## src/rtl/pong_text_pkg.sv

```systemverilog
// Shared glyph encoding, message FSM states and the message ROM for the pong text row.
package pong_text_pkg;

  localparam int unsigned GlyphW = 26;
  localparam int unsigned GlyphH = 40;

  localparam logic [4:0] CharP     = 5'd10;
  localparam logic [4:0] CharO     = 5'd11;
  localparam logic [4:0] CharN     = 5'd12;
  localparam logic [4:0] CharG     = 5'd13;
  localparam logic [4:0] CharW     = 5'd14;
  localparam logic [4:0] CharI     = 5'd15;
  localparam logic [4:0] CharBlank = 5'd31;

  typedef enum logic [1:0] {
    STitle = 2'd0,
    SScore = 2'd1,
    SFlash = 2'd2,
    SWin   = 2'd3
  } msg_state_e;

  // Only one digit glyph per score, so 10-15 show as 9.
  function automatic logic [4:0] digit_glyph(input logic [3:0] v);
    return (v > 4'd9) ? 5'd9 : {1'b0, v};
  endfunction

  function automatic logic [4:0] msg_char(input msg_state_e st, input logic winner,
                                          input logic [3:0] sl, input logic [3:0] sr,
                                          input logic [2:0] slot);
    logic [4:0] c;
    c = CharBlank;
    case (st)
      STitle: begin
        case (slot)
          3'd0: c = CharP;
          3'd1: c = CharO;
          3'd2: c = CharN;
          3'd3: c = CharG;
          default: c = CharBlank;
        endcase
      end
      SScore, SFlash: begin
        if (slot == 3'd0) c = digit_glyph(sl);
        else if (slot == 3'd3) c = digit_glyph(sr);
      end
      SWin: begin
        case (slot)
          3'd0: c = CharP;
          3'd1: c = winner ? 5'd2 : 5'd1;
          3'd3: c = CharW;
          3'd4: c = CharI;
          3'd5: c = CharN;
          default: c = CharBlank;
        endcase
      end
      default: c = CharBlank;
    endcase
    return c;
  endfunction

endpackage

```

## src/rtl/text_slot_decode.sv

```systemverilog
// Combinational map from pixel (x, y) to character slot, geometric hit and slot origin.
module text_slot_decode
  import pong_text_pkg::*;
#(
  parameter logic [9:0]  TEXT_X     = 10'd224,
  parameter logic [9:0]  TEXT_Y     = 10'd20,
  parameter int unsigned PITCH_LOG2 = 5,
  parameter int unsigned NUM_SLOTS  = 6
) (
  input  logic [9:0] x,
  input  logic [9:0] y,
  output logic [2:0] slot,
  output logic       hit,
  output logic [9:0] start_x
);

  logic [9:0] dx;
  logic [9:0] slot_full;
  logic [9:0] offset;
  logic       in_cell;
  logic       in_row;
  logic       in_slots;

  // dx wraps when x < TEXT_X; the explicit x >= TEXT_X term masks that case.
  assign dx        = x - TEXT_X;
  assign slot_full = dx >> PITCH_LOG2;
  assign offset    = dx & ((10'd1 << PITCH_LOG2) - 10'd1);
  assign in_cell   = offset < 10'(GlyphW);
  assign in_row    = (y >= TEXT_Y) && (y < TEXT_Y + 10'(GlyphH));
  assign in_slots  = slot_full < 10'(NUM_SLOTS);

  assign hit     = (x >= TEXT_X) && in_slots && in_cell && in_row;
  assign slot    = slot_full[2:0];
  assign start_x = TEXT_X + (slot_full << PITCH_LOG2);

endmodule

```

## src/rtl/text_overlay_ctrl.sv

```systemverilog
// Frame-synchronous message sequencer for the pong text row; drives one shared glyph renderer.
module text_overlay_ctrl
  import pong_text_pkg::*;
#(
  parameter logic [9:0]  TEXT_X       = 10'd224,
  parameter logic [9:0]  TEXT_Y       = 10'd20,
  parameter int unsigned PITCH_LOG2   = 5,
  parameter int unsigned NUM_SLOTS    = 6,
  parameter logic [5:0]  FLASH_FRAMES = 6'd48,
  parameter int unsigned BLINK_LOG2   = 3
) (
  input  logic       clk,
  input  logic       reset,
  input  logic       frame_tick,
  input  logic [1:0] game_state,
  input  logic [3:0] score_l,
  input  logic [3:0] score_r,
  input  logic [9:0] x,
  input  logic [9:0] y,
  output logic       glyph_en,
  output logic [4:0] glyph_code,
  output logic [9:0] glyph_start_x,
  output logic [9:0] glyph_start_y,
  output logic [1:0] msg_state
);

  msg_state_e state_q;
  logic [3:0] lat_l_q;
  logic [3:0] lat_r_q;
  logic       winner_q;
  logic [5:0] flash_cnt_q;
  logic [7:0] frame_cnt_q;

  logic [2:0] slot;
  logic       geom_hit;
  logic [9:0] slot_start_x;
  logic [4:0] ch;
  logic       char_hit;
  logic       blink;
  logic       scores_changed;
  logic       is_idle;
  logic       is_over;

  text_slot_decode #(
    .TEXT_X     (TEXT_X),
    .TEXT_Y     (TEXT_Y),
    .PITCH_LOG2 (PITCH_LOG2),
    .NUM_SLOTS  (NUM_SLOTS)
  ) u_decode (
    .x       (x),
    .y       (y),
    .slot    (slot),
    .hit     (geom_hit),
    .start_x (slot_start_x)
  );

  always_comb begin
    ch             = msg_char(state_q, winner_q, lat_l_q, lat_r_q, slot);
    char_hit       = geom_hit && (ch != CharBlank);
    blink          = frame_cnt_q[BLINK_LOG2];
    scores_changed = (score_l != lat_l_q) || (score_r != lat_r_q);
    is_idle        = (game_state == 2'd0);
    is_over        = (game_state == 2'd2);
  end

  assign msg_state = state_q;

  always_ff @(posedge clk) begin
    if (reset) begin
      state_q       <= STitle;
      lat_l_q       <= '0;
      lat_r_q       <= '0;
      winner_q      <= 1'b0;
      flash_cnt_q   <= '0;
      frame_cnt_q   <= '0;
      glyph_en      <= 1'b0;
      glyph_code    <= '0;
      glyph_start_x <= '0;
      glyph_start_y <= '0;
    end else begin
      // Pixel decode always uses the pre-tick state, even on a tick cycle.
      glyph_en      <= char_hit && !((state_q == SFlash) && blink);
      glyph_code    <= char_hit ? ch : CharBlank;
      glyph_start_x <= char_hit ? slot_start_x : 10'd0;
      glyph_start_y <= char_hit ? TEXT_Y : 10'd0;

      if (frame_tick) begin
        frame_cnt_q <= frame_cnt_q + 8'd1;
        lat_l_q     <= score_l;
        lat_r_q     <= score_r;
        if (is_idle) begin
          state_q <= STitle;
        end else if (is_over) begin
          if (state_q != SWin) winner_q <= (score_l < score_r);
          state_q <= SWin;
        end else begin
          case (state_q)
            STitle: state_q <= SScore;
            SScore: begin
              if (scores_changed) begin
                state_q     <= SFlash;
                flash_cnt_q <= FLASH_FRAMES;
              end
            end
            SFlash: begin
              if (scores_changed) begin
                flash_cnt_q <= FLASH_FRAMES;
              end else if (flash_cnt_q <= 6'd1) begin
                state_q     <= SScore;
                flash_cnt_q <= '0;
              end else begin
                flash_cnt_q <= flash_cnt_q - 6'd1;
              end
            end
            SWin: state_q <= SScore;
            default: state_q <= STitle;
          endcase
        end
      end
    end
  end

endmodule

```

## config.mk

```make
export PLATFORM = sky130hd
export DESIGN_NAME = text_overlay_ctrl
export DESIGN_NICKNAME = d
export VERILOG_FILES = /design/src/rtl/pong_text_pkg.sv /design/src/rtl/text_slot_decode.sv /design/src/rtl/text_overlay_ctrl.sv
export SDC_FILE = /design/constraint.sdc
export NUM_CORES = 1
export LEC_CHECK = 0
export BUFFER_PORTS_ARGS = -buffer_cell sky130_fd_sc_hd__buf_2
export CAP_MARGIN = 20
export CORE_MARGIN = 1.5
export CORE_UTILIZATION = 50
export CTS_CLUSTER_SIZE = 25
export DETAILED_ROUTE_END_ITERATION = 12
export GPL_TIMING_DRIVEN = 0
export HOLD_SLACK_MARGIN = 0.15
export PLACE_DENSITY_LB_ADDON = 0.2
export SLEW_MARGIN = 25
export SYNTH_ARGS = -nofsm -noshare
export SYNTH_HDL_FRONTEND = slang
export SYNTH_SLANG_ARGS = --single-unit
```

## constraint.sdc

```tcl
create_clock -name clk -period 4.1 [get_ports clk]
set_input_delay 1.025 -clock clk [delete_from_list [all_inputs] [get_ports clk]]
set_output_delay 1.025 -clock clk [all_outputs]
set_load 0.02 [all_outputs]
```

==> flow_metrics.py, run 1 <==
metrics = {
    "clocking": {
        "cts_hold_buf": 0,
        "clock_latency_ns": 0.29,
        "cts_sinks": 33,
        "clk_pin_slew_ns": 0.06,
        "cts_buffer_depth": 2,
        "cts_resized": 0,
        "cts_root_buf": "clkbuf_8",
        "cts_tree": "built",
        "post_cts_buffers": 0,
        "cts_max_level": 2,
        "cts_buffers": 5,
    },
    "timing": {
        "tns_ns": 0,
        "finalHoldViolCount": 0,
        "setup_violations": 0,
        "max_freq_ghz": 0.359,
        "rsz0062_at_grt": "false",
        "drv_slew": 0,
        "period_minus_slack_ns": 2.78,
        "clock_skew_ns": 0.00524,
        "fin_crit_sh_pct": 67.9,
        "holdWs_ns": 0.492,
    },
    "setup_path": {
        "start_kind": "input port",
        "arrival_ns": 2.94,
        "required_ns": 4.25,
        "cp-end-kind": "flop",
        "path_max_fanout": 10,
        "worstSetupPathType": "in2reg",
    },
    "placement": {
        "port_buffers": 42,
        "hpwl_um": 3470,
        "placed_cell_area_um2": 2540,
        "gp_congestion": 0.947,
    },
    "finish": {
        "fin_nets": 375,
        "fin_area_um2": 2620,
        "syn_to_final_growth_pct": 18.4,
        "fillers": 409,
        "drive_gt1_share_pct": 24.5,
        "num_antenna_cells": 0,
    },
    "detailed_routing": {
        "vias_per_cell": 5.13,
        "route.antenna.remaining_nets": 0,
        "wirelength_um": 4510,
        "drc": 0,
        "num_vias": 1944,
        "drt_iter0_drc": 98,
        "wl_per_cell_um": 11.9,
        "drt_first_pass_iters": 4,
    },
    "pwr": {
        "leakage_uw": 0.00124,
        "vdd_drop_max_v": 0.000129,
        "p_per_area_nw_per_um2": 311,
    },
    "global_route": {
        "grt_max_degree": 11,
        "track_usage_pct": 19.7,
        "first_global_vias": 1805,
        "grt_overflow": 0,
        "grt_pass1_wl_um": 7850,
        "grt_antenna_before_repair": 0,
    },
    "die": {
        "die_w_um": 69.6,
        "core-area_um2": 4290,
        "rows": 24,
        "die_y_um": 69.6,
        "initial_core_util_pct": 51.6,
        "die_area_um2": 4840,
        "ios": 61,
    },
    "yosys": {
        "synth_mux_area_share_pct": 4.97,
        "synth-xor-area-share_pct": 7.51,
        "synth-compound-area-share_pct": 17.4,
        "synth_fa_ha_area_share_pct": 9.03,
        "synth_top_family_by_area": "simple AND/OR/NAND/NOR gates",
        "synth_cells": 264,
        "async_reset_ff_share_pct": 0,
        "synth-seq-cells": 33,
        "postSynthAreaPerCell_um2": 8.39,
        "yosys_warnings": 0,
        "synth_area_um2": 2220,
        "ys_seq_area_share_pct": 29.8,
        "synthFlopType": "dfxtp_1",
        "synth_edf_count": 0,
        "yosys.area_share.simple_pct": 20.4,
        "ys_types": 49,
    },
    "min_path": {
        "hold_path_class": "reg2reg",
    },
    "run": {
        "drv_cap": 0,
    },
    "run_status": {
        "status": "finished clean",
    },
}
[metrics by stage]
step	std cells	total power [uW]	worst slack, ns	util (%)
after floorplan	277	530	1.54	-
after global placement	371	585	1.10	59.1
after detailed placement	371	587	1.10	59.1
after CTS	379	820	1.39	61.1
after global routing	379	864	1.20	61.1
final	379	815	1.32	61.1
[final cells by class]
class	instances	area, um2	share of cell area [%]
multi-input combinational	201	1370	52.1
clock inverter	2	10.0	0.382
sequential	33	661	25.2
clock buffer	6	72.6	2.77
inverter	18	67.6	2.58
buffer	25	170	6.49
timing repair buffer	42	210	8.02
tap	52	65.1	2.48
[cells in the final DEF (no fill, tap or decap), types with 3 or more instances in the layout]
cell and n:
nand2_1 7, nor3_1 6, nor2_1 35, conb_1 14, nor2b_1 3, nand2b_1 10, nand4_1 3, mux2i_1 11
nor4_1 5, ha_1 16, o211ai_1 3, a21o_1 3, xor2_1 13, o21ai_0 12, clkbuf_8 5, buf_2 46
xnor2_1 6, clkbuf_1 5, inv_1 18, a21oi_1 13, buf_4 15, nand3_1 8, dfxtp_1 33
[synth_stat cells (all sizes together) (3+ instances only)]
master | n | area, um2
a21o | 3 | 22.5
a21oi | 13 | 65.1
buf | 21 | 155
clkbuf | 4 | 15.0
dfxtp | 33 | 661
ha | 16 | 200
inv | 18 | 67.6
mux2i | 11 | 110
nand2 | 7 | 26.3
nand2b | 10 | 62.6
nand3 | 8 | 40.0
nand4 | 4 | 31.3
nor2 | 35 | 131
nor2b | 3 | 18.8
nor3 | 6 | 30.0
nor4 | 6 | 52.6
o211ai | 3 | 22.5
o21ai | 14 | 77.6
xnor2 | 6 | 52.6
xor2 | 13 | 114
[routing by layer]
layer | GRT usage, % | part of all wire [%]
met1 | 25.9 | 50
met2 | 32.3 | 43
met3 | 3.49 | 5.5
met4 | 7.19 | 1.6
met5 | 0 | 0
[cell families after synthesis]
family                   Yosys count
adder cells (fa/ha/maj)           16
AO/OA/AOI/OAI                     55
buffers and inverters             43
XOR/XNOR                          19
AND/OR/NAND/NOR                   86
other                              1
multiplexers                      11
flip-flops                        33
[path summary, 6_finish.rpt]
kind                               startpoint             endpoint  slack, ns  cells past startpoint
hold reg to reg   frame_cnt_q[3]$_SDFFE_PP0P_  glyph_en$_SDFF_PP0_       0.49                      1
setup / recovery                         x[6]  glyph_en$_SDFF_PP0_       1.32                      9
setup reg to reg    msg_state[0]$_SDFFE_PP0P_  glyph_en$_SDFF_PP0_       2.16                      6
hold / removal    frame_cnt_q[3]$_SDFFE_PP0P_  glyph_en$_SDFF_PP0_       0.49                      1
[critical path, stage by stage]
cell       delay (ns)
buf_2            0.16
ha_1             0.16
buf_2            0.18
xor2_1           0.25
buf_2            0.27
o21ai_0          0.16
a2bb2oi_1        0.23
nor2b_1          0.40
a2111oi_0        0.10
[where the power goes]
group	switching, uW	total [uW]	internal [uW]
Clock	115	233	117
Combinational	131	227	96.7
Sequential	16.9	355	338
Total	263	815	552
[flip-flops by register name, indices dropped and copies added, names as in the netlist]
register       flops
flash_cnt_q        6
frame_cnt_q        4
glyph_code         5
glyph_en           1
glyph_start_x      5
glyph_start_y      1
lat_l_q            4
lat_r_q            4
msg_state          2
winner_q           1
Note: power is estimated with default switching activity, not from simulation.
==> run 2, diff against run 1 <==
- CORE_UTILIZATION: 50 -> 47
- clock period: 4.1 -> 2.3 ns (I/O delays scaled with it)
==> run 2 against run 1 <==
The run now ends with design-rule violations left. Global-route usage up 0.52 points. Core utilization down 1.4 points. Cell count down 0.26%. Combinational power up 87%. Worst hold slack worse by 0.0081 ns. Critical path depth down 1. Critical endpoint unchanged.
==> flow_metrics.py, run 2 (synthesis results as in run 1) <==
metrics = {
    "run_status": {
        "status": "complete, but fails checks",
        "violations": "design-rule violations",
    },
    "setup_path": {
        "required_ns": 2.46,
        "path_max_fanout": 10,
        "worstSetupPathType": "in2reg",
        "cp-end-kind": "flop",
        "start_kind": "input port",
        "r2r_end": "msg_state[1]$_SDFFE_PP0P_",
        "rr_worst_depth": 6,
        "arrival_ns": 2.31,
        "timing.rr.start": "flash_cnt_q[2]$_SDFFE_PP0P_",
        "reg2reg_slack_ns": 0.38,
    },
    "die": {
        "initial_core_util_pct": 49.9,
        "die_w_um": 71.7,
        "rows": 24,
        "die_area_um2": 5140,
        "core-area_um2": 4440,
        "ios": 61,
        "die_y_um": 71.7,
    },
    "global_route": {
        "grt_max_degree": 11,
        "grt_antenna_before_repair": 0,
        "grt_overflow": 0,
        "track_usage_pct": 20.2,
        "first_global_vias": 1913,
        "grt_pass1_wl_um": 8200,
    },
    "finish": {
        "fin_area_um2": 2650,
        "final_cell_mix": "buf_2 (45), nor2_1 (35), dfxtp_1 (33)",
        "top_register": "flash_cnt_q",
        "num_antenna_cells": 0,
        "drive_gt1_share_pct": 25.5,
        "final_common_cell": "buf_2",
        "final_util_pct": 59.7,
        "syn_to_final_growth_pct": 19.7,
        "reg_top3": "flash_cnt_q x6, glyph_code x5, glyph_start_x x5",
        "largest_reg_flops": 6,
        "fin_nets": 375,
    },
    "placement": {
        "port_buffers": 42,
        "gp_congestion": 0.912,
        "hpwl_um": 3530,
        "placed_cell_area_um2": 2540,
        "place_ws_ns": -0.277,
    },
    "run": {
        "drv_cap": 0,
    },
    "timing": {
        "holdWs_ns": 0.484,
        "finalHoldViolCount": 0,
        "rsz0062_at_grt": "false",
        "max_freq_ghz": 0.465,
        "fin_crit_sh_pct": 93.5,
        "setup_violations": 0,
        "fin_ws_ns": 0.149,
        "period_minus_slack_ns": 2.15,
        "drv_slew": 0,
        "clock_skew_ns": 0.0130,
    },
    "clocking": {
        "clock_latency_ns": 0.29,
        "cts_buffers": 5,
        "cts_max_level": 2,
        "post_cts_buffers": 0,
        "cts_hold_buf": 0,
        "cts_root_buf": "clkbuf_8",
        "cts_sinks": 33,
        "cts_tree": "built",
        "clk_pin_slew_ns": 0.06,
        "cts_buffer_depth": 2,
    },
    "min_path": {
        "min_to": "glyph_en$_SDFF_PP0_",
        "min_from": "frame_cnt_q[3]$_SDFFE_PP0P_",
        "hold_path_class": "reg2reg",
        "holdPathStages": 1,
    },
    "detailed_routing": {
        "vias_per_cell": 5.22,
        "route.antenna.remaining_nets": 0,
        "wl_per_cell_um": 12.4,
        "drc": 2,
        "drt_iter0_drc": 105,
        "drt_first_pass_iters": 8,
        "num_vias": 1974,
        "wirelength_um": 4690,
    },
    "pwr": {
        "vdd_drop_max_v": 0.000260,
        "p_per_area_nw_per_um2": 570,
        "leakage_uw": 0.00125,
        "power.total_uw": 1510,
    },
}
## run 2: cell type report
class                           instances  area (um2)
Inverter                               18        67.6
Buffer                                 25         174
Fill cell                             418        1790
Multi-Input combinational cell        201        1390
Clock buffer                            7        86.3
Timing Repair Buffer                   42         210
Sequential cell                        33         661
Tap cell                               52        65.1
## run 2: per-stage QoR
step,TNS (ns),cells
6_report,0,378
5_1_grt,0,378
4_1_cts,0,378
3_5_place_dp,-1.56,371
3_3_place_gp,-1.42,371
2_1_floorplan,0,277
## run 2: how the worst max path moves through the flow
stage | from | slack, ns | depth (start not counted) | endpoint
finish | x[5] | 0.15 | 8 | glyph_en$_SDFF_PP0_
global route | x[5] | 0.02 | 10 | glyph_en$_SDFF_PP0_
CTS | x[6] | 0.04 | 9 | glyph_en$_SDFF_PP0_
detailed placement | x[6] | -0.28 | 9 | glyph_en$_SDFF_PP0_
global placement | x[6] | -0.25 | 9 | glyph_en$_SDFF_PP0_
floorplan | x[5] | 0.19 | 8 | glyph_code[1]$_SDFF_PP0_
## run 2: where the power goes
part	switching [uW]	total, uW	internal (uW)
clock network	217	455	238
registers	29.7	633	603
logic	243	425	182
total	490	1510	1020
## run 2: per-layer routing
metal  routed length [um]  global-route usage, %  vias up  part of all wire (%)
met1                 2160                   24.5      890                    46
met3                  271                   5.20        8                   5.8
met2                 2160                   33.6       65                    46
met5                    0                      0        -                     0
met4                   94                   8.81        0                   2.0
li1                     -                      -     1011                     -
## run 2: timing repair
item | CTS | global route
endpoints found under the hold margin | 0 | 0
setup endpoints to repair | 0 | 7
gates resized for setup | 0 | 8
## run 2: critical path: stages
cell	delay [ns]
buf_2	0.14
ha_1	0.19
buf_2	0.17
xor2_1	0.18
clkbuf_4	0.21
a221oi_2	0.30
o21ai_2	0.18
a2111oi_1	0.37
